## config.mk

```make
export PLATFORM = sky130hd
export DESIGN_NAME = logic_op_arbiter
export DESIGN_NICKNAME = d
export VERILOG_FILES = /design/src/rtl/logic_op_arbiter.sv
export SDC_FILE = /design/constraint.sdc
export NUM_CORES = 1
export LEC_CHECK = 0
export BUFFER_PORTS_ARGS = -buffer_cell sky130_fd_sc_hd__buf_2
export CAP_MARGIN = 0
export CORE_ASPECT_RATIO = 0.5
export CORE_UTILIZATION = 58
export DETAILED_ROUTE_END_ITERATION = 16
export GPL_TIMING_DRIVEN = 0
export PLACE_DENSITY = 0.87
export SLEW_MARGIN = 20
export SYNTH_ARGS = -nofsm -noshare
export SYNTH_HDL_FRONTEND = slang
export SYNTH_SLANG_ARGS = --single-unit
```

## constraint.sdc

```tcl
create_clock -name clk -period 9.2 [get_ports clk]
set_input_delay 1.84 -clock clk [delete_from_list [all_inputs] [get_ports clk]]
set_output_delay 1.84 -clock clk [all_outputs]
set_load 0.01 [all_outputs]
```

## src/rtl/logic_op_arbiter.sv

```systemverilog
// logic_op_arbiter: two requesters share one registered AND/OR/XOR unit.
// A round-robin arbiter accepts one request at a time. The request is latched,
// computed in EXEC, and returned on a single response channel that is tagged
// with the requester ID.
//
// Ports:
//   clk, reset            clock and asynchronous active-high reset
//   reqN_valid/ready      request handshake (N = 0, 1); ready is combinational
//   reqN_a, reqN_b        operands
//   reqN_op               opcode (0 AND, 1 OR, 2 XOR, others are errors)
//   rsp_valid/ready       response handshake
//   rsp_id                owner of the response
//   rsp_data, rsp_err     result and unsupported-opcode flag
module logic_op_arbiter #(
  parameter int unsigned DATA_WIDTH    = 32,
  parameter int unsigned OPCODE_LENGTH = 4
) (
  input  logic                     clk,
  input  logic                     reset,
  input  logic                     req0_valid,
  output logic                     req0_ready,
  input  logic [DATA_WIDTH-1:0]    req0_a,
  input  logic [DATA_WIDTH-1:0]    req0_b,
  input  logic [OPCODE_LENGTH-1:0] req0_op,
  input  logic                     req1_valid,
  output logic                     req1_ready,
  input  logic [DATA_WIDTH-1:0]    req1_a,
  input  logic [DATA_WIDTH-1:0]    req1_b,
  input  logic [OPCODE_LENGTH-1:0] req1_op,
  output logic                     rsp_valid,
  input  logic                     rsp_ready,
  output logic                     rsp_id,
  output logic [DATA_WIDTH-1:0]    rsp_data,
  output logic                     rsp_err
);

  localparam logic [OPCODE_LENGTH-1:0] OpAnd = OPCODE_LENGTH'(0);
  localparam logic [OPCODE_LENGTH-1:0] OpOr  = OPCODE_LENGTH'(1);
  localparam logic [OPCODE_LENGTH-1:0] OpXor = OPCODE_LENGTH'(2);

  typedef enum logic [1:0] {
    IDLE = 2'd0,
    EXEC = 2'd1,
    RESP = 2'd2
  } stateT;

  stateT                    state;
  stateT                    stateNext;
  logic                     grant0;
  logic                     grant1;
  logic                     lastGrant;
  logic [DATA_WIDTH-1:0]    latA;
  logic [DATA_WIDTH-1:0]    latB;
  logic [OPCODE_LENGTH-1:0] latOp;
  logic                     latId;
  logic [DATA_WIDTH-1:0]    opResult;
  logic                     opErr;

  // State register
  always_ff @(posedge clk or posedge reset) begin
    if (reset) begin
      state <= IDLE;
    end else begin
      state <= stateNext;
    end
  end

  // Next state and round-robin grant; a grant always implies acceptance
  // because it is only given to a valid requester.
  always_comb begin
    stateNext = state;
    grant0    = 1'b0;
    grant1    = 1'b0;
    case (state)
      IDLE: begin
        grant0 = req0_valid & (~req1_valid | lastGrant);
        grant1 = req1_valid & (~req0_valid | ~lastGrant);
        if (grant0 | grant1) begin
          stateNext = EXEC;
        end
      end
      EXEC: stateNext = RESP;
      RESP: begin
        if (rsp_ready) begin
          stateNext = IDLE;
        end
      end
      default: stateNext = IDLE;
    endcase
  end

  // Ready is forced low while reset is asserted so nothing looks accepted.
  assign req0_ready = grant0 & ~reset;
  assign req1_ready = grant1 & ~reset;

  // Logic unit working only on the latched operands
  always_comb begin
    opResult = '0;
    opErr    = 1'b0;
    case (latOp)
      OpAnd:   opResult = latA & latB;
      OpOr:    opResult = latA | latB;
      OpXor:   opResult = latA ^ latB;
      default: opErr    = 1'b1;
    endcase
  end

  // Request latch, grant history and registered response
  always_ff @(posedge clk or posedge reset) begin
    if (reset) begin
      lastGrant <= 1'b1;
      latA      <= '0;
      latB      <= '0;
      latOp     <= '0;
      latId     <= 1'b0;
      rsp_valid <= 1'b0;
      rsp_id    <= 1'b0;
      rsp_data  <= '0;
      rsp_err   <= 1'b0;
    end else begin
      if (grant0 | grant1) begin
        latA      <= grant1 ? req1_a  : req0_a;
        latB      <= grant1 ? req1_b  : req0_b;
        latOp     <= grant1 ? req1_op : req0_op;
        latId     <= grant1;
        lastGrant <= grant1;
      end
      if (state == EXEC) begin
        rsp_valid <= 1'b1;
        rsp_data  <= opResult;
        rsp_err   <= opErr;
        rsp_id    <= latId;
      end else if ((state == RESP) && rsp_ready) begin
        rsp_valid <= 1'b0;
      end
    end
  end

endmodule

```

==> results.cfg, run 1 <==
[clock_network]
ctsResizeCount = 0
postCtsSetupRepairBufs = 0
clk_latency_ns = 0.36
cts_buffers = 9
root_buffer = clkbuf_16
htreeDepth = 3
max-clock-path-buffers = 2
clkSinkCount = 107
cts_tree = built
ctsHoldBuffers = 0
path_clk_slew_ns = 0.07

[synthesis]
ys_seq_area_share_pct = 40.15
synth-warning-count = 0
syn_nets = 935
syn_avg_cell_area_sq_um = 9.141
syn_area_sq_um = 6673
ys_types = 32
synth_seq_cells = 107
synthCells = 730

[floorplanning]
die_w_microns = 153.7
ios = 178
die_y_microns = 77.85
start_util_pct = 60.22
rows = 27
die_area_sq_um = 11960
core_area_sq_um = 11080

[sta]
min_period_over_period_pct = 55.14
clock_skew_ns = 0.007544
hold_violations = 0
rsz0062_at_grt = false
worst-slew-pin-transition_ns = 0.6344
slew_violations = 0
fmax_mhz = 197.1
setup_viol = 0
layout_min_cycle_time_ns = 5.073
hold_ws_ns = 0.4791
slew_headroom_pct = 57.71
fin_setup_tns_ns = 0

[critical_path]
r2r_start = lastGrant$_DFFE_PP1P_
cp_slowest_stage_delay_ns = 0.45
cp_common_cell = clkbuf_1
crit_arrival_ns = 3.23
endpoint_kind = output port
cp.required_ns = 7.36
crit_type = input pin to output port
cp_slowest_cell = clkbuf_1
crit_chain = clkbuf_1 -> clkbuf_1 -> nand2_1 -> nor3_1 -> buf_2
cp-start-kind = input pin
crit_path_max_fanout = 10
cp-startpoint = req0_valid

[pwr]
leakagePower_nw = 4.053
ir_drop_uv = 169.5
power_density_nw_per_um2 = 304.6

[detailed_routing]
wl_per_cell_microns = 19.05
ant_nets = 0
drt_iter0_markers = 765
vias = 6722
drt-vias-per-instance = 6.294
wl_mm = 20.35
drt-pass1-iter-count = 6
drc = 0

[cells_and_area]
n_fill_cell = 804
stdcell_area_sq_um = 8051
final_cells = 1068
final_layout_size_suffix_gt1_share_pct = 22.97
diodes = 0
area_growth_pct = 20.66
num-nets-final = 1123

[outcome]
outcome = finished, final reports clean

[placement]
io_buffer_count = 176
place_congestion = 0.9044
placed_area_sq_um = 7767
hpwl_mm = 14.64
dp.cells = 1052

[grt]
antenna_found_initial = 0
grt_pass1_wl_mm = 32.46
grt_pass1_vias = 6662
overflow = 0
grt_max_degree = 61
track_usage_pct = 35.32

[hold_path]
hold_path_class = register to register
min_from = rsp_data[24]$_DFFE_PP0P_

[job]
drv_cap = 0
## per-layer routing
layer  GRT usage (%)  share of wire, %
met1           44.61                40
met2           57.95                47
met3           8.994                10
met4           15.20               2.8
met5               0                 0
## flip-flops by register name, indices dropped and copies added (netlist names)
signal / flops
latA: 32
latB: 32
rsp_data: 32
latOp: 4
state: 2
lastGrant: 1
latId: 1
rsp_err: 1
rsp_id: 1
rsp_valid: 1
## worst max-delay path, delay by kind of cell
kind / cells / cell delay [ns]
simple gates: 2 / 0.49
buf+inv: 3 / 0.89
## cell usage in the layout (no fill, tap or decap), types with 9 or more instances in the layout
cell type,netlist,layout
buf_2,10,186
inv_1,161,160
dfrtp_1,106,106
o2111ai_1,68,68
o211ai_1,68,68
o21ai_0,65,65
ha_1,64,64
clkbuf_1,52,52
nand2_1,30,30
o21ai_1,30,30
a222oi_1,26,26
clkbuf_16,0,9
## layout make-up
cell class / count / area [sq um] / share of cell area (%)
timing repair buffer: 177 / 908.4 / 11.28
clock inverter: 7 / 58.81 / 0.7304
inverter: 162 / 613.1 / 7.615
clock buffer: 9 / 225.2 / 2.797
buffer: 69 / 297.8 / 3.699
multi-input combinational: 392 / 3088 / 38.35
sequential: 107 / 2679 / 33.27
tap: 145 / 181.4 / 2.253
## Yosys cell counts
| cell | n | area (sq um) |
|---|---|---|
| buf_6 | 3 | 33.78 |
| mux2i_1 | 6 | 60.06 |
| nor3_1 | 1 | 5.000 |
| clkinv_1 | 1 | 3.750 |
| o21ai_1 | 30 | 150.1 |
| o22ai_1 | 6 | 37.54 |
| mux2_2 | 1 | 11.26 |
| nor2_1 | 5 | 18.77 |
| nand2b_1 | 2 | 12.51 |
| o211ai_1 | 68 | 510.5 |
| inv_1 | 161 | 604.3 |
| or3_1 | 1 | 6.260 |
| a2111oi_4 | 1 | 27.53 |
| o21ai_0 | 65 | 325.3 |
| buf_2 | 10 | 50.05 |
| nor3b_1 | 1 | 7.510 |
| a22o_1 | 8 | 70.07 |
| dfrtp_1 | 106 | 2653 |
| clkbuf_1 | 52 | 195.2 |
| nor2b_1 | 2 | 12.51 |
| buf_1 | 3 | 11.26 |
| a2111o_1 | 1 | 11.26 |
| buf_4 | 1 | 7.510 |
| dfstp_2 | 1 | 26.28 |
| a222oi_1 | 26 | 260.3 |
| or4b_1 | 1 | 10.01 |
| o2111ai_1 | 68 | 595.6 |
| nor4_4 | 1 | 21.27 |
| a21oi_1 | 3 | 15.01 |
| ha_1 | 64 | 800.8 |
| or2_1 | 1 | 6.260 |
| nand2_1 | 30 | 112.6 |
## power by group
group          total [mW]  internal (mW)  switching, mW  leakage (nW)
clock               0.386          0.188          0.198         0.138
combinational        1.23          0.469          0.757          2.56
sequential          0.840          0.665          0.175          1.36
total                2.45           1.32           1.13          4.05
## logic make-up after synthesis
family,count (synthesis),share of synthesized area (%)
AO/OA/AOI/OAI,276,30.02
buffers and inverters,231,13.58
flip-flops,107,40.15
adder cells (fa/ha/maj),64,12.00
AND/OR/NAND/NOR,45,3.188
multiplexers,7,1.069
## metrics by stage
stage | utilization (%) | power (mW) | setup WS [ns]
3_3_place_gp | 69.81 | 1.937 | 3.312
2_1_floorplan | - | 1.627 | 4.544
4_1_cts | 72.66 | 2.423 | 4.193
6_report | 72.66 | 2.452 | 4.127
3_5_place_dp | 70.10 | 2.029 | 4.227
5_1_grt | 72.66 | 2.629 | 3.991
## final timing paths
kind,end,slack [ns],cells past startpoint
min in group asynchronous,rsp_data[6]$_DFFE_PP0P_,1.55,2
hold reg to reg,rsp_data[24]$_DFFE_PP0P_,0.48,2
max in group asynchronous,rsp_data[24]$_DFFE_PP0P_,7.01,3
setup / recovery,req0_ready,4.13,5
hold / removal,rsp_data[24]$_DFFE_PP0P_,0.48,2
setup reg to reg,latB[17]$_DFFE_PP0P_,7.12,6
No activity file was read; power rests on OpenSTA's default activity.
==> run 2: changes to the inputs <==
Settings changed: CORE_UTILIZATION 58 to 54, PLACE_DENSITY 0.87 to 0.82.
Clock period 9.2 ns to 5.3 ns, I/O delays scaled along.
==> run 2 against run 1 <==
Sequential share of layout area decreased by 0.062 points. Largest power group unchanged. Power grew 73%. Sequential cell count unchanged. Non-clock buffer count is the same. Routed wire length down 2.3%. Worst setup slack got worse by 2.4 ns. Sequential power up 73%. Critical endpoint unchanged. Worst hold slack improved by 0.00091 ns.
==> results.cfg, run 2 (synthesis results as in run 1) <==
[critical_path]
r2r_start = lastGrant$_DFFE_PP1P_
crit_path_max_fanout = 10
crit_family = simple AND/OR/NAND/NOR gates
r2r_slack_ns = 3.25
cp.required_ns = 4.24
cp_slowest_cell = nor2_1
crit_chain = nor2_1 -> clkbuf_1 -> nand2_1 -> nor3_1 -> buf_2
crit_buf_inv = 2
cp_slowest_stage_delay_ns = 0.51
crit_arrival_ns = 2.50
reg2reg_depth = 6
crit_type = register to output port
regToRegEndpoint = latB[17]$_DFFE_PP0P_
cp-start-kind = register
endpoint_kind = output port

[cells_and_area]
final_common_cell = buf_2
num-nets-final = 1123
largestRegisters = latA: 32 flops, latB: 32 flops, rsp_data: 32 flops
final_cell_mix = 186 x buf_2, 160 x inv_1, 106 x dfrtp_1, 68 x o2111ai_1, 68 x o211ai_1
n_fill_cell = 982
diodes = 0
area_growth_pct = 20.89
final_layout_size_suffix_gt1_share_pct = 22.97

[job]
drv_cap = 0

[grt]
grt_pass1_wl_mm = 31.51
overflow = 0
track_usage_pct = 31.97
antenna_found_initial = 0
grt_max_degree = 67
grt_pass1_vias = 6432

[clock_network]
root_buffer = clkbuf_16
htreeDepth = 3
ctsHoldBuffers = 0
cts_buffers = 9
postCtsSetupRepairBufs = 0
max-clock-path-buffers = 2
cts_tree = built
ctsResizeCount = 0
clk_latency_ns = 0.36
clkSinkCount = 107
path_clk_slew_ns = 0.08

[floorplanning]
die_y_microns = 80.61
die_area_sq_um = 12830
die_w_microns = 159.2
rows = 28
start_util_pct = 56.02
core_area_sq_um = 11910
ios = 178

[sta]
fin_setup_tns_ns = 0
fmax_mhz = 280.8
worst-slew-pin-transition_ns = 0.6171
slew_headroom_pct = 58.86
layout_min_cycle_time_ns = 3.561
setup_slack_ns = 1.739
clock_skew_ns = 0.008876
min_period_over_period_pct = 67.19
rsz0062_at_grt = false
slew_violations = 0
hold_violations = 0
setup_viol = 0

[detailed_routing]
drc = 0
ant_nets = 0
wl_mm = 19.89
drt_iter0_markers = 517
drt-pass1-iter-count = 7
wl_per_cell_microns = 18.28
vias = 6514
drt-vias-per-instance = 5.987

[pwr]
p_int_mw = 2.293
leakagePower_nw = 4.049
power_frac_comb_pct = 49.8
swShare_pct = 45.81
ir_drop_uv = 250.5
power_frac_clock_pct = 15.9
seqPwrFrac_pct = 34.3
power_density_nw_per_um2 = 524.6
netSwitchingPower_mw = 1.939

[hold_path]
min_to = rsp_data[2]$_DFFE_PP0P_
min_path_cells = 2
min_from = rsp_data[2]$_DFFE_PP0P_
hold_path_class = register to register

[placement]
hpwl_mm = 14.40
dpl_worst_slack_ns = 1.897
place_congestion = 0.9099
io_buffer_count = 176

[outcome]
outcome = finished, final reports clean
==> run 2: cell count changes in the layout (fill, tap and decap cells not counted), sizes merged <==
| cell | change |
|---|---|
| inv | +2 |
| clkinv | -2 |
==> run 2: final cells by class <==
| type | instances | area, sq um | share of cell area (%) |
|---|---|---|---|
| Inverter | 162 | 613.1 | 7.600 |
| Multi-Input combinational cell | 392 | 3088 | 38.28 |
| Clock buffer | 9 | 225.2 | 2.792 |
| Timing Repair Buffer | 177 | 900.9 | 11.17 |
| Clock inverter | 7 | 56.30 | 0.6980 |
| Buffer | 69 | 297.8 | 3.692 |
| Tap cell | 165 | 206.4 | 2.559 |
| Sequential cell | 107 | 2679 | 33.21 |
==> run 2: worst max-delay path by stage <==
| stage | endpoint | slack, ns | startpoint | cells after the start |
|---|---|---|---|---|
| 3_3_place_gp | rsp_data[26]$_DFFE_PP0P_ | 0.11 | reset | 2 |
| 2_1_floorplan | latA[0]$_DFFE_PP0P_ | 1.42 | reset | 1 |
| 6_report | req0_ready | 1.74 | state[0]$_DFFE_PP0P_ | 5 |
| 4_1_cts | req0_ready | 1.88 | state[0]$_DFFE_PP0P_ | 5 |
| 3_5_place_dp | req0_ready | 1.90 | req0_valid | 5 |
| 5_1_grt | req0_ready | 1.57 | state[0]$_DFFE_PP0P_ | 5 |
==> run 2: layer usage <==
layer,wire length (microns),global-route usage [%],vias up
met3,1922,8.368,45
met2,9197,53.60,343
met4,430,11.06,0
met5,0,0,-
li1,-,-,2994
met1,8335,40.46,3132
==> run 2: worst reg2reg max path, cell delays in order (launching register included) <==
cell and delay (ns):
dfstp_2 0.52, clkbuf_1 0.32, nand2_1 0.13, nand2_1 0.24
buf_2 0.28, buf_2 0.29, o211ai_1 0.13
==> run 2: metrics by stage <==
stage | util (%) | power, mW | instances | hold slack, ns | cell area, sq um
5_1_grt | 67.72 | 4.554 | 1088 | 0.5187 | 8066
2_1_floorplan | - | 2.824 | 730 | 0.4620 | 6673
6_report | 67.72 | 4.232 | 1088 | 0.4801 | 8066
3_3_place_gp | 65.15 | 3.376 | 1071 | 0.4658 | 7760
4_1_cts | 67.72 | 4.187 | 1088 | 0.4865 | 8066
3_5_place_dp | 65.36 | 3.506 | 1072 | 0.4700 | 7785
==> run 2: power groups by stage <==
stage / sequential [mW] / clock [mW] / combinational, mW
finish: 1.45 / 0.671 / 2.11
global route: 1.49 / 0.698 / 2.36
CTS: 1.44 / 0.666 / 2.08
detailed placement: 1.45 / 0 / 2.05
global placement: 1.43 / 0 / 1.94
floorplan: 1.40 / 0 / 1.43
